<file path="src/rtl/cp0_timer_ctrl_if.sv">
// rtl/cp0_timer_ctrl_if.sv - coprocessor-0 commit/mtc0/mfc0 bundle between the pipeline and CP0
// Purpose: groups the register-access and commit-point signals of cp0_timer_ctrl.
// Signals:
//   en, cp0_addr, cp0_in   mtc0 strobe, register select, write data
//   cp0_out                mfc0 read data
//   vpc, bd_in, exc_code_in, hw_int, exl_clr   commit-point inputs
//   epc_out, req, timer_irq                    CP0 status outputs
// Modports: master = pipeline side, slave = CP0 side.
interface cp0_timer_ctrl_if #(
  parameter int NUM_HWINT = 6
);
  logic                 en;
  logic [4:0]           cp0_addr;
  logic [31:0]          cp0_in;
  logic [31:0]          cp0_out;
  logic [31:0]          vpc;
  logic                 bd_in;
  logic [4:0]           exc_code_in;
  logic [NUM_HWINT-1:0] hw_int;
  logic                 exl_clr;
  logic [31:0]          epc_out;
  logic                 req;
  logic                 timer_irq;

  modport master (
    output en, cp0_addr, cp0_in, vpc, bd_in, exc_code_in, hw_int, exl_clr,
    input  cp0_out, epc_out, req, timer_irq
  );

  modport slave (
    input  en, cp0_addr, cp0_in, vpc, bd_in, exc_code_in, hw_int, exl_clr,
    output cp0_out, epc_out, req, timer_irq
  );
endinterface

</file>
<file path="src/rtl/cp0_timer_ctrl.sv">
// rtl/cp0_timer_ctrl.sv - coprocessor-0 SR/Cause/EPC/PrID with commit-point interrupt/exception arbitration
// Purpose: holds SR, Cause, EPC and PrID, raises req (pipeline flush + redirect) for enabled
//   interrupts and exceptions at commit, and optionally a Count/Compare timer.
// Ports:
//   clk    clock, all state on posedge
//   reset  synchronous, active-high
//   bus    cp0_timer_ctrl_if.slave: mtc0/mfc0 access, commit inputs, req/epc_out/timer_irq
// Build option: define CP0_TIMER_EN to include Count (reg 9), Compare (reg 11) and the
//   sticky timer interrupt; without it regs 9/11 read 0, SR.TM is inert, timer_irq=0.
module cp0_timer_ctrl #(
  parameter int          NUM_HWINT = 6,
  parameter logic [31:0] PRID_VAL  = 32'hDEAD_C0DE,
  parameter int          CNT_W     = 32
) (
  input  logic            clk,
  input  logic            reset,
  cp0_timer_ctrl_if.slave bus
);
  localparam logic [4:0] A_COUNT   = 5'd9;
  localparam logic [4:0] A_COMPARE = 5'd11;
  localparam logic [4:0] A_SR      = 5'd12;
  localparam logic [4:0] A_CAUSE   = 5'd13;
  localparam logic [4:0] A_EPC     = 5'd14;
  localparam logic [4:0] A_PRID    = 5'd15;

  logic [31:0]          sr;
  logic [31:0]          epc;
  logic                 cause_bd;
  logic                 cause_ti;
  logic [NUM_HWINT-1:0] cause_ip;
  logic [4:0]           cause_exc;
  logic [31:0]          cause;

  logic                 ti;
  logic                 tm_hit;
  logic [31:0]          count_rd;
  logic [31:0]          compare_rd;

  logic                 int_req;
  logic                 exc_req;
  logic                 req;
  logic                 wr;
  logic [31:0]          rd;

  assign int_req = ((|(bus.hw_int & sr[10 +: NUM_HWINT])) | tm_hit) & ~sr[1] & sr[0];
  assign exc_req = (|bus.exc_code_in) & ~sr[1];
  assign req     = int_req | exc_req;

  // A taken interrupt/exception owns SR/EPC this cycle, so a coincident mtc0 is dropped.
  assign wr = bus.en & ~req;

`ifdef CP0_TIMER_EN
  logic [CNT_W-1:0] count;
  logic [CNT_W-1:0] compare;
  logic [CNT_W-1:0] count_nxt;
  logic [CNT_W-1:0] compare_nxt;
  logic             ti_nxt;

  always_comb begin
    count_nxt   = count + CNT_W'(1);
    compare_nxt = compare;
    ti_nxt      = ti;
    if (wr && bus.cp0_addr == A_COUNT) count_nxt = bus.cp0_in[CNT_W-1:0];
    if (wr && bus.cp0_addr == A_COMPARE) compare_nxt = bus.cp0_in[CNT_W-1:0];
    // Match is judged on post-update values; a Compare write acknowledges and beats a match.
    if (wr && bus.cp0_addr == A_COMPARE) ti_nxt = 1'b0;
    else if (count_nxt == compare_nxt && compare_nxt != '0) ti_nxt = 1'b1;
  end

  always_ff @(posedge clk) begin
    if (reset) begin
      count   <= '0;
      compare <= '0;
      ti      <= 1'b0;
    end else begin
      count   <= count_nxt;
      compare <= compare_nxt;
      ti      <= ti_nxt;
    end
  end

  assign tm_hit     = ti & sr[16];
  assign count_rd   = 32'(count);
  assign compare_rd = 32'(compare);
`else
  assign ti         = 1'b0;
  assign tm_hit     = 1'b0;
  assign count_rd   = 32'd0;
  assign compare_rd = 32'd0;
`endif

  always_ff @(posedge clk) begin
    if (reset) begin
      sr        <= '0;
      epc       <= '0;
      cause_bd  <= 1'b0;
      cause_ti  <= 1'b0;
      cause_ip  <= '0;
      cause_exc <= '0;
    end else begin
      cause_ip <= bus.hw_int;
      cause_ti <= ti;
      if (req) begin
        cause_exc <= int_req ? 5'd0 : bus.exc_code_in;
        cause_bd  <= bus.bd_in;
        sr[1]     <= 1'b1;
        epc       <= bus.bd_in ? bus.vpc - 32'd4 : bus.vpc;
      end else begin
        // mtc0 SR carries its own EXL value, which overrides a same-cycle eret.
        if (wr && bus.cp0_addr == A_SR) sr <= bus.cp0_in;
        else if (bus.exl_clr) sr[1] <= 1'b0;
        if (wr && bus.cp0_addr == A_EPC) epc <= bus.cp0_in;
      end
    end
  end

  always_comb begin
    cause                  = '0;
    cause[31]              = cause_bd;
    cause[30]              = cause_ti;
    cause[10 +: NUM_HWINT] = cause_ip;
    cause[6:2]             = cause_exc;
  end

  always_comb begin
    rd = 32'd0;
    case (bus.cp0_addr)
      A_COUNT:   rd = count_rd;
      A_COMPARE: rd = compare_rd;
      A_SR:      rd = sr;
      A_CAUSE:   rd = cause;
      A_EPC:     rd = epc;
      A_PRID:    rd = PRID_VAL;
      default:   rd = 32'd0;
    endcase
  end

  assign bus.cp0_out   = rd;
  assign bus.epc_out   = epc;
  assign bus.req       = req;
  assign bus.timer_irq = ti;
endmodule

</file>
<file path="src/flat_wrapper.sv">
// flat-port wrapper written by rule: the top's interface ports become plain ports
module cp0_timer_ctrl_flat 
#(
  parameter int          NUM_HWINT = 6,
  parameter logic [31:0] PRID_VAL  = 32'hDEAD_C0DE,
  parameter int          CNT_W     = 32
)
  (clk, reset, bus_en, bus_cp0_addr, bus_cp0_in, bus_vpc, bus_bd_in, bus_exc_code_in, bus_hw_int, bus_exl_clr, bus_cp0_out, bus_epc_out, bus_req, bus_timer_irq);
  cp0_timer_ctrl_if #(.NUM_HWINT(NUM_HWINT)) bus_i ();
  input  logic clk;
  input  logic reset;
  input wire logic [$bits(bus_i.en)-1:0] bus_en;
  input wire logic [$bits(bus_i.cp0_addr)-1:0] bus_cp0_addr;
  input wire logic [$bits(bus_i.cp0_in)-1:0] bus_cp0_in;
  input wire logic [$bits(bus_i.vpc)-1:0] bus_vpc;
  input wire logic [$bits(bus_i.bd_in)-1:0] bus_bd_in;
  input wire logic [$bits(bus_i.exc_code_in)-1:0] bus_exc_code_in;
  input wire logic [$bits(bus_i.hw_int)-1:0] bus_hw_int;
  input wire logic [$bits(bus_i.exl_clr)-1:0] bus_exl_clr;
  output wire logic [$bits(bus_i.cp0_out)-1:0] bus_cp0_out;
  output wire logic [$bits(bus_i.epc_out)-1:0] bus_epc_out;
  output wire logic [$bits(bus_i.req)-1:0] bus_req;
  output wire logic [$bits(bus_i.timer_irq)-1:0] bus_timer_irq;
  assign bus_i.en = bus_en;
  assign bus_i.cp0_addr = bus_cp0_addr;
  assign bus_i.cp0_in = bus_cp0_in;
  assign bus_i.vpc = bus_vpc;
  assign bus_i.bd_in = bus_bd_in;
  assign bus_i.exc_code_in = bus_exc_code_in;
  assign bus_i.hw_int = bus_hw_int;
  assign bus_i.exl_clr = bus_exl_clr;
  assign bus_cp0_out = bus_i.cp0_out;
  assign bus_epc_out = bus_i.epc_out;
  assign bus_req = bus_i.req;
  assign bus_timer_irq = bus_i.timer_irq;
  cp0_timer_ctrl #(.NUM_HWINT(NUM_HWINT), .PRID_VAL(PRID_VAL), .CNT_W(CNT_W)) u_core (.clk(clk), .reset(reset), .bus(bus_i));
endmodule
</file>
<file path="config.mk">
export PLATFORM = sky130hd
export DESIGN_NAME = cp0_timer_ctrl_flat
export DESIGN_NICKNAME = d
export VERILOG_FILES = /design/src/rtl/cp0_timer_ctrl_if.sv /design/src/rtl/cp0_timer_ctrl.sv /design/src/flat_wrapper.sv
export SDC_FILE = /design/constraint.sdc
export NUM_CORES = 1
export LEC_CHECK = 0
export ABC_AREA = 1
export BUFFER_PORTS_ARGS = -buffer_cell sky130_fd_sc_hd__buf_2
export CAP_MARGIN = 20
export CORE_MARGIN = 2
export CORE_UTILIZATION = 52
export CTS_BUF_LIST = sky130_fd_sc_hd__clkbuf_4
export DETAILED_ROUTE_END_ITERATION = 8
export PLACE_DENSITY = 0.82
export SLEW_MARGIN = 0
export SYNTH_ARGS = -nofsm -noshare
export SYNTH_HDL_FRONTEND = slang
export SYNTH_SLANG_ARGS = --single-unit
</file>
<file path="constraint.sdc">
create_clock -name clk -period 2 [get_ports clk]
set_clock_uncertainty 0.15 [all_clocks]
set_input_delay 0.3 -clock clk [delete_from_list [all_inputs] [get_ports clk]]
set_output_delay 0.3 -clock clk [all_outputs]
set_load 0.005 [all_outputs]
</file>
==> results.yml <==
layout:
  fin_util_pct: 69.4
  syn2layout_area_growth_pct: 28.5
  antennaDiodeCount: 0
  final_nets: 959
  final_common_cell: "nand2_1"
  layout_common_cells: "201 x nand2_1, 149 x buf_2, 85 x inv_1, 74 x dfxtp_1, 64 x nor2_1"
  drive_above_1_share_pct: 23.9
global_routing:
  gr-total-overflow: 0
  grt_pass1_wl_um: 23300
  grt_max_degree: 36
  track_usage_pct: 32.2
  antenna_found_initial: 0
  grt_pass1_vias: 5002
synthesis:
  synthCells: 707
  ys_warn_count: 0
  syn_nets: 793
  syn_area_um2: 4460
  ys_seq_area_share_pct: 34.1
  ys_async_sr_fraction_pct: 0
  synth_edf_count: 0
  synth-seq-cells: 76
  synth-main-ff-cell: "dfxtp_1"
  synth.avg_cell_area_um2: 6.31
  ys_types: 33
clocking:
  clockBufferDepth: 2
  numCtsBuffers: 9
  clk_latency_ns: 0.42
  clk_pin_slew_ns: 0.13
  cts_tree: "yes"
  htreeDepth: 3
  root_buffer: "clkbuf_4"
  cts_num_sinks: 76
timing:
  finalSetupViolations: 0
  grt_setup_unrepaired: "true"
  hold_viol_final: 0
  timing.hold.ws_ns: 0.00438
  period_share_pct: 96.4
  max_freq_mhz: 519
  min_period_ns: 1.93
  drv_slew: 0
setup_path:
  critPathLaunchType: "input port"
  critPathTopFamily: "buffers and inverters"
  cpPeakStageDelay_ns: 0.19
  critPathKind: "input port to primary output"
  worst-path-max-fanout: 15
  rr_startpoint: "u_core.sr[15]"
  endpoint_kind: "primary output"
  crit_chain: "buf_2, nand2_1, nor2_4, nand2_4, inv_1, buf_6, nand2_1, o211ai_1, buf_2"
  critPathBufInv: 4
  worst_ep_arrival_time_ns: 1.48
  worstPathRequired_ns: 1.55
  crit_path_top_delay_cell: "buf_6"
  r2r_slack_ns: 0.14
  crit_start: "bus_cp0_addr[3]"
outcome:
  run_status: "finished, final reports clean"
min_path:
  min_path_type: "input port to flop"
  worstHoldStart: "bus_cp0_in[25]"
die:
  start_util_pct: 54.0
  die_w_um: 96.6
  die-area_um2: 9330
  num_io_pins: 151
  row_count: 33
  coreArea_um2: 8260
  die_y_um: 96.6
drt:
  vias: 5415
  routedWlPerCell_um: 15.2
  totalWireLength_um: 15000
  firstDrtPassIters: 5
  drc: 0
  routed_via_density: 5.51
  drtIter0Drc: 425
  drtAntennaViolNets: 0
placement:
  portBuffers: 149
  dpl.hpwl_um: 10900
  gp_congestion: 0.953
flow_run:
  cap_violations: 0
power_and_ir_drop:
  totalPowerFinal_w: 0.00329
  power.density_nw_per_um2: 574
  p_leak_nw: 2.69
  ir_drop_mv: 0.343
==> registers in the layout, summed over array words and instances (netlist names) <==
name                count
u_core.sr              32
u_core.cause_ip         6
u_core.bus.epc_out     32
u_core.cause_exc        5
u_core.cause_bd         1
==> stage by stage <==
stage / cell area, um^2 / setup WS (ns) / setup TNS (ns) / cells
floorplan: 4460 / 0.367 / 0 / 707
global placement: 5360 / 0.0816 / 0 / 945
detailed placement: 5360 / 0.0148 / 0 / 945
CTS: 5710 / 0.0395 / 0 / 982
global route: 5730 / -0.0135 / -0.0135 / 983
finish: 5730 / 0.0717 / 0 / 983
==> Yosys cell counts, drive strengths merged, types with 4 or more instances <==
| cell type | instances | share of area, % |
|---|---|---|
| nor2 | 77 | 7.9 |
| o211ai | 12 | 2.0 |
| a21oi | 63 | 7.1 |
| inv | 87 | 7.3 |
| nand2 | 205 | 18 |
| nand4 | 16 | 2.2 |
| xnor2 | 4 | 0.79 |
| o221ai | 5 | 0.98 |
| o2111ai | 7 | 1.4 |
| a31oi | 5 | 0.70 |
| buf | 22 | 2.9 |
| dfxtp | 76 | 34 |
| clkbuf | 13 | 1.1 |
| o21ai | 64 | 7.2 |
| xor2 | 5 | 0.98 |
| nand3 | 37 | 4.3 |
==> power by group <==
| group | internal (W) | total, W | switching [W] |
|---|---|---|---|
| registers | 0.00160 | 0.00166 | 0.0000591 |
| logic | 0.000284 | 0.000683 | 0.000400 |
| clock network | 0.000395 | 0.000952 | 0.000557 |
| total | 0.00228 | 0.00329 | 0.00102 |
==> final timing paths <==
| path | end | depth (start not counted) |
|---|---|---|
| max | bus_cp0_out[16] | 9 |
| min | u_core.sr[25] | 3 |
| max reg2reg | u_core.sr[9] | 11 |
| min reg2reg | u_core.sr[21] | 2 |
==> what timing repair did <==
item	in CTS	in global routing
hold buffers	21	0
setup endpoints to repair	0	15
hold endpoints to repair	23	0
buffers inserted	0	1
gates resized for setup	0	4
==> worst register-to-register path: stages (launching register included) <==
cell	delay, ns
dfxtp_2	0.35
nand2_1	0.05
nand2_1	0.09
nor2_1	0.04
nand2_1	0.09
nand3_2	0.13
nand2_4	0.15
inv_2	0.06
nand2_2	0.18
buf_4	0.27
o21ai_1	0.09
a21oi_1	0.15
==> per-layer routing <==
metal / vias to the layer above / global-route usage (%) / part of all wire [%]
met3: 38 / 2.72 / 8.2
met1: 2463 / 43.7 / 43
li1: 2635 / - / -
met5: - / 0 / 0
met4: 0 / 15.8 / 2.7
met2: 279 / 51.7 / 46
==> area by class of cell <==
| type | count | area (um^2) |
|---|---|---|
| fill | 735 | 2530 |
| multi-input combinational | 509 | 2430 |
| sequential | 76 | 1520 |
| timing repair buffer | 190 | 1170 |
| inverter | 87 | 327 |
| tap | 105 | 131 |
| clock buffer | 10 | 75.1 |
| clock inverter | 6 | 65.1 |
==> logic make-up after synthesis <==
| family | share of synthesized area [%] |
|---|---|
| flops | 34.1 |
| fa+ha+maj | 0.281 |
| compound gates | 19.6 |
| buf+inv | 11.4 |
| xor+xnor | 1.77 |
| other cells | 0.0841 |
| simple gates | 32.8 |
No activity file was read; power rests on OpenSTA's default activity.
